$ cat config.mk
export PLATFORM = sky130hd
export DESIGN_NAME = instr_fetch_unit
export DESIGN_NICKNAME = d
export VERILOG_FILES = /design/src/rtl/instr_fetch_unit.sv
export SDC_FILE = /design/constraint.sdc
export NUM_CORES = 1
export LEC_CHECK = 0
export CAP_MARGIN = 20
export CORE_ASPECT_RATIO = 0.5
export CORE_MARGIN = 8
export CORE_UTILIZATION = 29
export CTS_CLUSTER_SIZE = 24
export DETAILED_ROUTE_END_ITERATION = 7
export PLACE_DENSITY = 0.62
export SYNTH_ARGS = -nofsm -noshare
export SYNTH_HDL_FRONTEND = slang
export SYNTH_SLANG_ARGS = --single-unit
export TNS_END_PERCENT = 1
$ cat constraint.sdc
create_clock -name clk -period 10.4 [get_ports clk]
set_input_delay 1.04 -clock clk [delete_from_list [all_inputs] [get_ports clk]]
set_output_delay 1.04 -clock clk [all_outputs]
set_load 0.02 [all_outputs]
$ cat src/rtl/instr_fetch_unit.sv
// Fetch stage: holds the PC, handshakes with instruction memory, issues one word to decode and
// applies beq/bne/jump on decode_ack. Optional macro FETCH_TIMEOUT_EN adds a fetch wait limit.
module instr_fetch_unit #(
   parameter int unsigned          PC_WIDTH       = 32,
   parameter logic [PC_WIDTH-1:0]  RESET_PC       = 32'h0000_0000,
   parameter int unsigned          TIMEOUT_CYCLES = 16
) (
   input  logic                clk,
   input  logic                reset,
   output logic                imem_req,
   output logic [PC_WIDTH-1:0] imem_addr,
   input  logic [31:0]         imem_rdata,
   input  logic                imem_ready,
   output logic [31:0]         instr_out,
   output logic [5:0]          opcode,
   output logic                instr_valid,
   input  logic                decode_ack,
   input  logic                beq,
   input  logic                bne,
   input  logic                jump,
   input  logic                zero,
   input  logic [15:0]         branch_imm,
   input  logic [25:0]         jump_target,
   output logic [PC_WIDTH-1:0] pc,
   output logic [31:0]         instr_count,
   output logic                fetch_err
);

   typedef enum logic [1:0] {IDLE = 2'b00, FETCH = 2'b01, ISSUE = 2'b10} state_t;

   state_t              state_r;
   state_t              state_s;
   logic [PC_WIDTH-1:0] pc_r;
   logic [PC_WIDTH-1:0] next_pc_s;
   logic [31:0]         instr_r;
   logic [31:0]         count_r;
   logic                timeout_s;

   // Priority jump > beq > bne; all arithmetic wraps at the PC width.
   function automatic logic [PC_WIDTH-1:0] calc_next_pc(
      input logic [PC_WIDTH-1:0] cur,
      input logic                j,
      input logic                b_eq,
      input logic                b_ne,
      input logic                z,
      input logic [15:0]         imm,
      input logic [25:0]         tgt
   );
      logic [PC_WIDTH-1:0] pc4;
      logic [PC_WIDTH-1:0] boff;
      pc4  = cur + PC_WIDTH'(32'd4);
      boff = {{(PC_WIDTH-18){imm[15]}}, imm, 2'b00};
      if (j) begin
         return {pc4[PC_WIDTH-1 -: 4], tgt, 2'b00};
      end else if ((b_eq && z) || (b_ne && !z)) begin
         return pc4 + boff;
      end else begin
         return pc4;
      end
   endfunction

   assign next_pc_s = calc_next_pc(pc_r, jump, beq, bne, zero, branch_imm, jump_target);

   // Next-state decode
   always_comb begin
      state_s = state_r;
      case (state_r)
         IDLE: begin
            state_s = FETCH;
         end
         FETCH: begin
            if (imem_ready) begin
               state_s = ISSUE;
            end else if (timeout_s) begin
               state_s = IDLE;
            end else begin
               state_s = FETCH;
            end
         end
         ISSUE: begin
            if (decode_ack) begin
               state_s = FETCH;
            end else begin
               state_s = ISSUE;
            end
         end
         default: begin
            state_s = IDLE;
         end
      endcase
   end

   // State, PC, held instruction and retire counter
   always_ff @(posedge clk) begin
      if (reset) begin
         state_r <= IDLE;
         pc_r    <= RESET_PC;
         instr_r <= 32'h0000_0000;
         count_r <= 32'h0000_0000;
      end else begin
         state_r <= state_s;
         if ((state_r == FETCH) && imem_ready) begin
            instr_r <= imem_rdata;
         end
         if ((state_r == ISSUE) && decode_ack) begin
            pc_r    <= next_pc_s;
            count_r <= count_r + 32'd1;
         end
      end
   end

`ifdef FETCH_TIMEOUT_EN
   localparam int unsigned WAIT_W = (TIMEOUT_CYCLES > 1) ? $clog2(TIMEOUT_CYCLES) : 1;

   logic [WAIT_W-1:0] wait_r;
   logic              err_r;

   // imem_ready on the terminal-count cycle wins over the timeout.
   assign timeout_s = (state_r == FETCH) && !imem_ready &&
                      (wait_r == WAIT_W'(TIMEOUT_CYCLES - 32'd1));

   // Fetch wait counter and one-cycle error pulse
   always_ff @(posedge clk) begin
      if (reset) begin
         wait_r <= '0;
         err_r  <= 1'b0;
      end else begin
         err_r <= timeout_s;
         if ((state_r == FETCH) && !imem_ready && !timeout_s) begin
            wait_r <= wait_r + WAIT_W'(1);
         end else begin
            wait_r <= '0;
         end
      end
   end

   assign fetch_err = err_r;
`else
   assign timeout_s = 1'b0;
   assign fetch_err = 1'b0;
`endif

   assign imem_req    = (state_r == FETCH);
   assign instr_valid = (state_r == ISSUE);
   assign imem_addr   = pc_r;
   assign pc          = pc_r;
   assign instr_out   = instr_r;
   assign opcode      = instr_r[31:26];
   assign instr_count = count_r;

endmodule

==> results by group, run 1 <==
Status
  • Status: finished, final reports clean

Run
  • Maxcap violations: 0

CTS
  • Post_cts resized: 0
  • Clock Sinks: 96
  • CTS buffer count: 9
  • Clock Latency Late Sink: about 0.35 ns
  • Clock Path Buffers: 2
  • Clock transition at the registers of the reported paths: around 0.07 ns
  • CTS H-tree lvls: 3
  • Post-CTS Setup Inserts: 0
  • Clock root buffer: clkbuf_16
  • CTS tree: yes
  • Hold buffers post-CTS: 0

Yosys
  • Top_reg_cell synth: dfxtp_1
  • FF+latch count, synth: 96
  • Post-synth EDFFs: 0
  • Register area share after synthesis: between 20% and 30%
  • Compound-Gate Fraction of Synth Area: 20.4%
  • Ys async rst share: 0%
  • Synth Area in XOR/XNOR: 9.59%
  • Cell Area, Synth: 0.00657 mm²
  • Post-synthesis cell type count: between 70 and 80
  • Area share of fa/ha/maj cells after synthesis: roughly 7.5%
  • Syn Area/Cell: 7.62 µm²
  • Simple-gate share of the synthesized area: about 25%
  • Synth area leaders: dfxtp_1 (29%), nand2_1 (8.3%), ha_1 (7.2%), a21oi_1 (6.4%), xor2_1 (5.2%)
  • Ys Warns: 0
  • Post-synthesis mux area share: 0.495%
  • Synth area leader: dfxtp_1
  • Mapped Cells: roughly 860
  • Largest family of logic cells by synthesized area: simple AND/OR/NAND/NOR gates
  • Yosys top cell area share: 29.2%

Critical path
  • CP endpoint kind: flip-flop
  • Startpoint Class: flip-flop
  • Worst Reg-to-Reg Cells: 15
  • Reg2reg start: imem_addr[4]
  • Origin of the worst setup path: imem_addr[4]
  • Required time of the critical path: between 10 and 15 ns
  • CP Max Fanout: 8
  • Worst setup path endpoint: imem_addr[29]
  • Critical path class: flip-flop to flip-flop
  • Reg2Reg Setup Slack: just under 6 ns
  • Reg-to-Reg End: imem_addr[29]
  • CP arrival: about 4.8 ns

Layout
  • Share of cells above drive strength 1: under 10%
  • # fillers: 2333
  • Area of the multi-input gates: a little over 0.004 mm²
  • Nets@finish: 1139
  • Layout overhead on the synthesized area: 36.9%
  • Commonest non-fill, non-tap cell in the layout: clkdlybuf4s50_1
  • Most frequent cells in the layout: clkdlybuf4s50_1 (212), nand2_1 (146), dfxtp_1 (96)
  • FF/Latch Area: 0.00192 mm²

Global routing
  • Global route total overflow: 0
  • Initial antenna violation count: 1
  • First-pass GRT wire length: roughly 36 mm
  • Tot GR Track Use: approximately 15%
  • Vias in the first global route: about 6500
  • Largest net degree at the start of global routing: between 70 and 80

Floorplanning
  • Initial core utilization: just under 30%
  • Core Rows: 39
  • Core area: roughly 0.023 mm²
  • Die X: 229 µm
  • Full die area: about 0.028 mm²
  • Die span in y: ~120 µm
  • I/O Pins: about 220

Detailed routing
  • DR vias: ~6700
  • DRT antenna net count: 0
  • Met2 routed WL: between 10 and 15 mm
  • Met1 Wirelength: roughly 10 mm
  • Total routed wirelength: around 23 mm
  • DRT Pass-1 Iters: 4
  • DR top layer: met4
  • Vias per cell: approximately 5
  • DR iter-0 viols: about 330
  • Drt drc: 0
  • Routed met3 length: 770 µm
  • Average routed wire per standard cell: approximately 17 µm

Power
  • Power per cell area: roughly 98 mW/mm²
  • Worst VDD drop: slightly above 0.08 mV
  • Pleak: roughly 0.0034 µW

STA
  • Fin. Hold Viols: 0
  • Skew final: just under 0.009 ns
  • Max Transition Viols Final: 0
  • Final Cycle Share: approximately 45%
  • Sum Neg Setup Slack: 0 ns
  • Worst slew pin tran: approximately 1.0 ns
  • Normalized max-slew margin: a little under a third
  • Hold WS: about 0.45 ns
  • Min Tclk post-route: between 4 and 5 ns
  • Setup violators final: 0
  • Fmax achieved: about 220 MHz
  • RSZ-0062 raised after global routing: no

Placed design
  • GPL Wtd Cong: 0.867
  • Port Buf Inserts: ~210
  • Dpl hpwl: approximately 17 mm

Worst hold path
  • Hold WC Path Type: flip-flop to flip-flop
-- per-stage QoR --
stage / instance area [µm²] / instances / worst slack [ns] / power (µW) / utilization, %
floorplan: 6590 / 867 / 6.58 / 485 / -
global placement: 8700 / 1314 / 5.83 / 559 / 38.6
detailed placement: 8700 / 1314 / 5.83 / 561 / 38.6
CTS: 8990 / 1330 / 5.95 / 899 / 39.9
global route: 8990 / 1331 / 5.41 / 927 / 39.9
finish: 8990 / 1331 / 5.77 / 885 / 39.9
-- layer usage --
layer / up-vias / global-route usage, %
li1: 3309 / -
met1: 3165 / 18.8
met2: 157 / 27.5
met3: 29 / 2.58
met4: 0 / 5.39
met5: - / 0
-- state kept, by name, indices dropped and copies added, names as in the netlist --
| signal | count |
|---|---|
| imem_addr | 30 |
| instr_out | 32 |
| instr_count | 32 |
| state_r | 2 |
-- synthesized netlist by cell type, types with 4 or more instances --
| cell | count |
|---|---|
| a211oi_1 | 7 |
| a21o_1 | 16 |
| a21oi_1 | 84 |
| a31oi_1 | 9 |
| and2_1 | 5 |
| and3_1 | 8 |
| and4_1 | 8 |
| buf_4 | 42 |
| clkbuf_1 | 36 |
| dfxtp_1 | 96 |
| ha_1 | 38 |
| inv_1 | 20 |
| nand2_1 | 146 |
| nand3_1 | 31 |
| nand4_1 | 22 |
| nor2_1 | 84 |
| nor2b_1 | 5 |
| nor3_1 | 14 |
| o211a_1 | 6 |
| o211ai_1 | 18 |
| o21a_1 | 4 |
| o21ai_0 | 17 |
| or3_1 | 6 |
| xnor2_1 | 33 |
| xor2_1 | 39 |
-- area by class of cell --
class                           instances  area share (%)
Tap cell                              307            4.27
Clock buffer                           10            2.55
Clock inverter                          6           0.696
Timing Repair Buffer                  220            24.3
Antenna cell                            1          0.0278
Multi-Input combinational cell        671            46.0
Sequential cell                        96            21.4
Inverter                               20           0.835
-- cell families (layout without fill, tap and decap cells) --
kind of cell,Yosys count,in the layout
AOI/OAI and AO/OA,205,205
buffers and inverters,100,256
DFF,96,96
xor gates and xnor gates,72,72
other,1,6
adders and majority gates,39,39
muxes,3,3
and+or+nand+nor,347,347
-- worst max-delay path, stage by stage (launching register included) --
cell	delay [ns]
dfxtp_1	0.48
and4_1	0.30
and4_1	0.36
nand4_1	0.32
nor2_1	0.23
xor2_1	0.21
ha_1	0.35
a21oi_1	0.22
a21oi_1	0.11
a211oi_1	0.41
o21ai_0	0.26
o21ai_1	0.42
a31oi_1	0.16
or3_1	0.33
a311oi_1	0.26
nor3_1	0.06
-- where the power goes --
| part | switching (µW) | total, µW | internal [µW] |
|---|---|---|---|
| Clock | 164 | 333 | 169 |
| Sequential | 8.44 | 385 | 376 |
| Combinational | 90.2 | 168 | 77.6 |
| Total | 262 | 885 | 623 |
-- worst min-delay path by stage --
| stage | start | end | cells after the start |
|---|---|---|---|
| finish | instr_out[1] | instr_out[1] | 2 |
| global route | instr_out[19] | instr_out[19] | 2 |
| CTS | instr_out[3] | instr_out[3] | 2 |
| detailed placement | instr_out[3] | instr_out[3] | 2 |
| global placement | instr_out[17] | instr_out[17] | 2 |
| floorplan | state_r[0] | state_r[0] | 3 |
Note: power is estimated with default switching activity, not from simulation.
==> run 2: changes to the inputs <==
--- a/config.mk
+++ b/config.mk
@@ -11,7 +11,7 @@
 export CORE_UTILIZATION = 29
 export CTS_CLUSTER_SIZE = 24
 export DETAILED_ROUTE_END_ITERATION = 7
-export PLACE_DENSITY = 0.62
+export PLACE_DENSITY = 0.64
 export SYNTH_ARGS = -nofsm -noshare
 export SYNTH_HDL_FRONTEND = slang
 export SYNTH_SLANG_ARGS = --single-unit
==> constraint.sdc (replaced) <==
create_clock -name clk -period 3.9 [get_ports clk]
set_input_delay 0.39 -clock clk [delete_from_list [all_inputs] [get_ports clk]]
set_output_delay 0.39 -clock clk [all_outputs]
set_load 0.02 [all_outputs]
==> run 2 against run 1 <==
  * Register-to-register slack worse by 5.6 ns
  * First-iteration DRC count is 6.4% lower
  * Clock-buffer cell count stayed put
  * Clock skew is 0.0030 ns higher
  * Wire length is 1.4% higher
  * Largest power group unchanged
==> results by group, run 2 (synthesis results as in run 1) <==
CTS
  • CTS H-tree lvls: 3 (unchanged)
  • Post-CTS Setup Inserts: 0 (unchanged)
  • Clock Path Buffers: 2 (unchanged)
  • Clock transition at the registers of the reported paths: 0.08 ns (was 0.07 ns)
  • Clock Sinks: 96 (unchanged)
  • CTS tree: yes (unchanged)
  • Clock Latency Late Sink: 0.36 ns (was 0.35 ns)
  • Clock root buffer: clkbuf_16 (unchanged)
  • CTS buffer count: 9 (unchanged)

Detailed routing
  • Drt drc: 0 (unchanged)
  • DR vias: 6715 (was 6660)
  • Average routed wire per standard cell: 16.9 µm (about the same)
  • Vias per cell: 4.96 (was 5.00)
  • Total routed wirelength: 22.9 mm (was 22.6 mm)
  • DRT antenna net count: 0 (unchanged)
  • DRT Pass-1 Iters: 5 (was 4)
  • DR iter-0 viols: 308 (was 329)

Floorplanning
  • Core area: 0.0225 mm² (unchanged)
  • Initial core utilization: 29.2% (unchanged)
  • Die span in y: 122 µm (unchanged)
  • I/O Pins: 219 (unchanged)
  • Full die area: 0.0280 mm² (unchanged)
  • Die X: 229 µm (unchanged)
  • Core Rows: 39 (unchanged)

Placed design
  • Port Buf Inserts: 213 (unchanged)
  • Dpl hpwl: 17.8 mm (was 17.1 mm)
  • GPL Wtd Cong: 0.900 (was 0.867)

Global routing
  • Met2 usage: 28.2% (was 27.5%)
  • First-pass GRT wire length: 35.5 mm (unchanged)
  • Largest net degree at the start of global routing: 99 (was 74)
  • Vias in the first global route: 6561 (was 6530)
  • Global route total overflow: 0 (unchanged)
  • GRT met3 Usage: 2.51% (was 2.58%)
  • Initial antenna violation count: 0 (was 1)
  • GR Util met1: 18.7% (was 18.8%)
  • GR peak layer: met2 (unchanged)
  • Tot GR Track Use: 15.4% (about the same)

Layout
  • Nets@finish: 1163 (was 1139)
  • # fillers: 2302 (was 2333)
  • Antenna cell count: 0 (was 1)
  • Most frequent cells in the layout: clkdlybuf4s50_1 (212), nand2_1 (146), dfxtp_1 (96) (unchanged)
  • Layout overhead on the synthesized area: 40.7% (was 36.9%)
  • Final core utilization: 41.0% (was 39.9%)
  • Share of cells above drive strength 1: 6.88% (was 3.62%)
  • Commonest non-fill, non-tap cell in the layout: clkdlybuf4s50_1 (unchanged)

Critical path
  • CP max-delay cell: or3_1 (was dfxtp_1)
  • Max stage delay on crit path: 0.43 ns (was 0.48 ns)
  • Startpoint Class: flip-flop (unchanged)
  • Critical path class: flip-flop to flip-flop (unchanged)
  • CP endpoint kind: flip-flop (unchanged)
  • Most frequent cell on the critical path: a21o_1
  • Required time of the critical path: 4.21 ns (was 10.61 ns)
  • CP Max Fanout: 5 (was 8)
  • Worst-path cell chain: and4_1, and3_1, nand4_1, or3_1, nand2_1, ha_1, a21o_1, a21o_1, a21o_1, a21o_1, a2111oi_2, inv_1, o221ai_1, mux2_2, nand2_1 (was and4_1, and4_1, nand4_1, nor2_1, xor2_1, ha_1, a21oi_1, a21oi_1, a211oi_1, o21ai_0, o21ai_1, a31oi_1, or3_1, a311oi_1, nor3_1)
  • CP arrival: 4.03 ns (was 4.84 ns)

STA
  • Hold WS: 0.453 ns (was 0.455 ns)
  • Max Transition Viols Final: 0 (unchanged)
  • Min Tclk post-route: 3.72 ns (was 4.63 ns)
  • Fmax achieved: 269 MHz (was 216 MHz)
  • Normalized max-slew margin: 23.8% (was 30.1%)
  • Setup violators final: 0 (unchanged)
  • Worst slew pin tran: 1.14 ns (was 1.05 ns)
  • Skew final: 0.0119 ns (was 0.00883 ns)
  • RSZ-0062 raised after global routing: yes (was no)
  • Final Cycle Share: 95.3% (was 44.5%)
  • Fin. Hold Viols: 0 (unchanged)

Run
  • Maxcap violations: 0 (unchanged)

Worst hold path
  • Hold WC Path Type: flip-flop to flip-flop (unchanged)

Power
  • Worst VDD drop: 0.225 mV (was 0.0805 mV)
  • Pleak: 0.00355 µW (was 0.00341 µW)
  • Power per cell area: 265 mW/mm² (was 98.4 mW/mm²)

Status
  • Status: finished, final reports clean (unchanged)
-- run 2: metrics by stage --
stage | TNS (ns) | total power [µW] | area, µm² | std cells | setup WS (ns)
finish | 0 | 2450 | 9250 | 1354 | 0.183
CTS | 0 | 2480 | 9210 | 1354 | 0.0846
global placement | 0 | 1500 | 8880 | 1338 | 0.142
floorplan | 0 | 1290 | 6590 | 867 | 0.0842
detailed placement | 0 | 1500 | 8880 | 1338 | 0.0284
global route | -0.0502 | 2560 | 9250 | 1354 | -0.0403
-- run 2: per-layer routing --
metal / vias to the layer above / wire length, µm
li1: 3349 / -
met1: 3197 / 9920
met2: 149 / 11800
met3: 20 / 807
met4: 0 / 338
met5: - / 0
-- run 2: layout make-up --
type                    instances  area [µm²]  share of cell area, %
clock buffers                  10         239                   2.58
clock inverters                 6        85.1                  0.920
inverters                      20        75.1                  0.812
multi-input cells             671        4180                   45.2
flip-flops and latches         96        1920                   20.8
well taps                     307         384                   4.15
repair buffers                244        2360                   25.5
-- run 2: report_power, final --
group / leakage (µW) / switching [µW] / internal [µW]
Combinational: 0.00262 / 249 / 213
Clock: 0.000156 / 435 / 532
Sequential: 0.000777 / 17.7 / 1000
Total: 0.00355 / 702 / 1750
-- run 2: final timing paths --
check           startpoint            end  slack, ns  depth (start not counted)
max reg2reg  imem_addr[16]  imem_addr[30]       0.18                         15
min          instr_out[20]  instr_out[20]       0.45                          2
min reg2reg  instr_out[20]  instr_out[20]       0.45                          2
max          imem_addr[16]  imem_addr[30]       0.18                         15
-- run 2: worst max-delay path, delay by kind of cell (launching register included) --
kind                       cells  cell delay [ns]
buffers and inverters          1             0.08
AOI/OAI and AO/OA              6             1.34
muxes                          1             0.36
DFF                            1             0.32
and+or+nand+nor                6             1.32
adders and majority gates      1             0.25
-- run 2: what timing repair did --
item,4_1_cts,5_1_grt
pin swaps,0,1
setup endpoints to repair,1,11
resized for setup,1,12
hold buffers,0,0
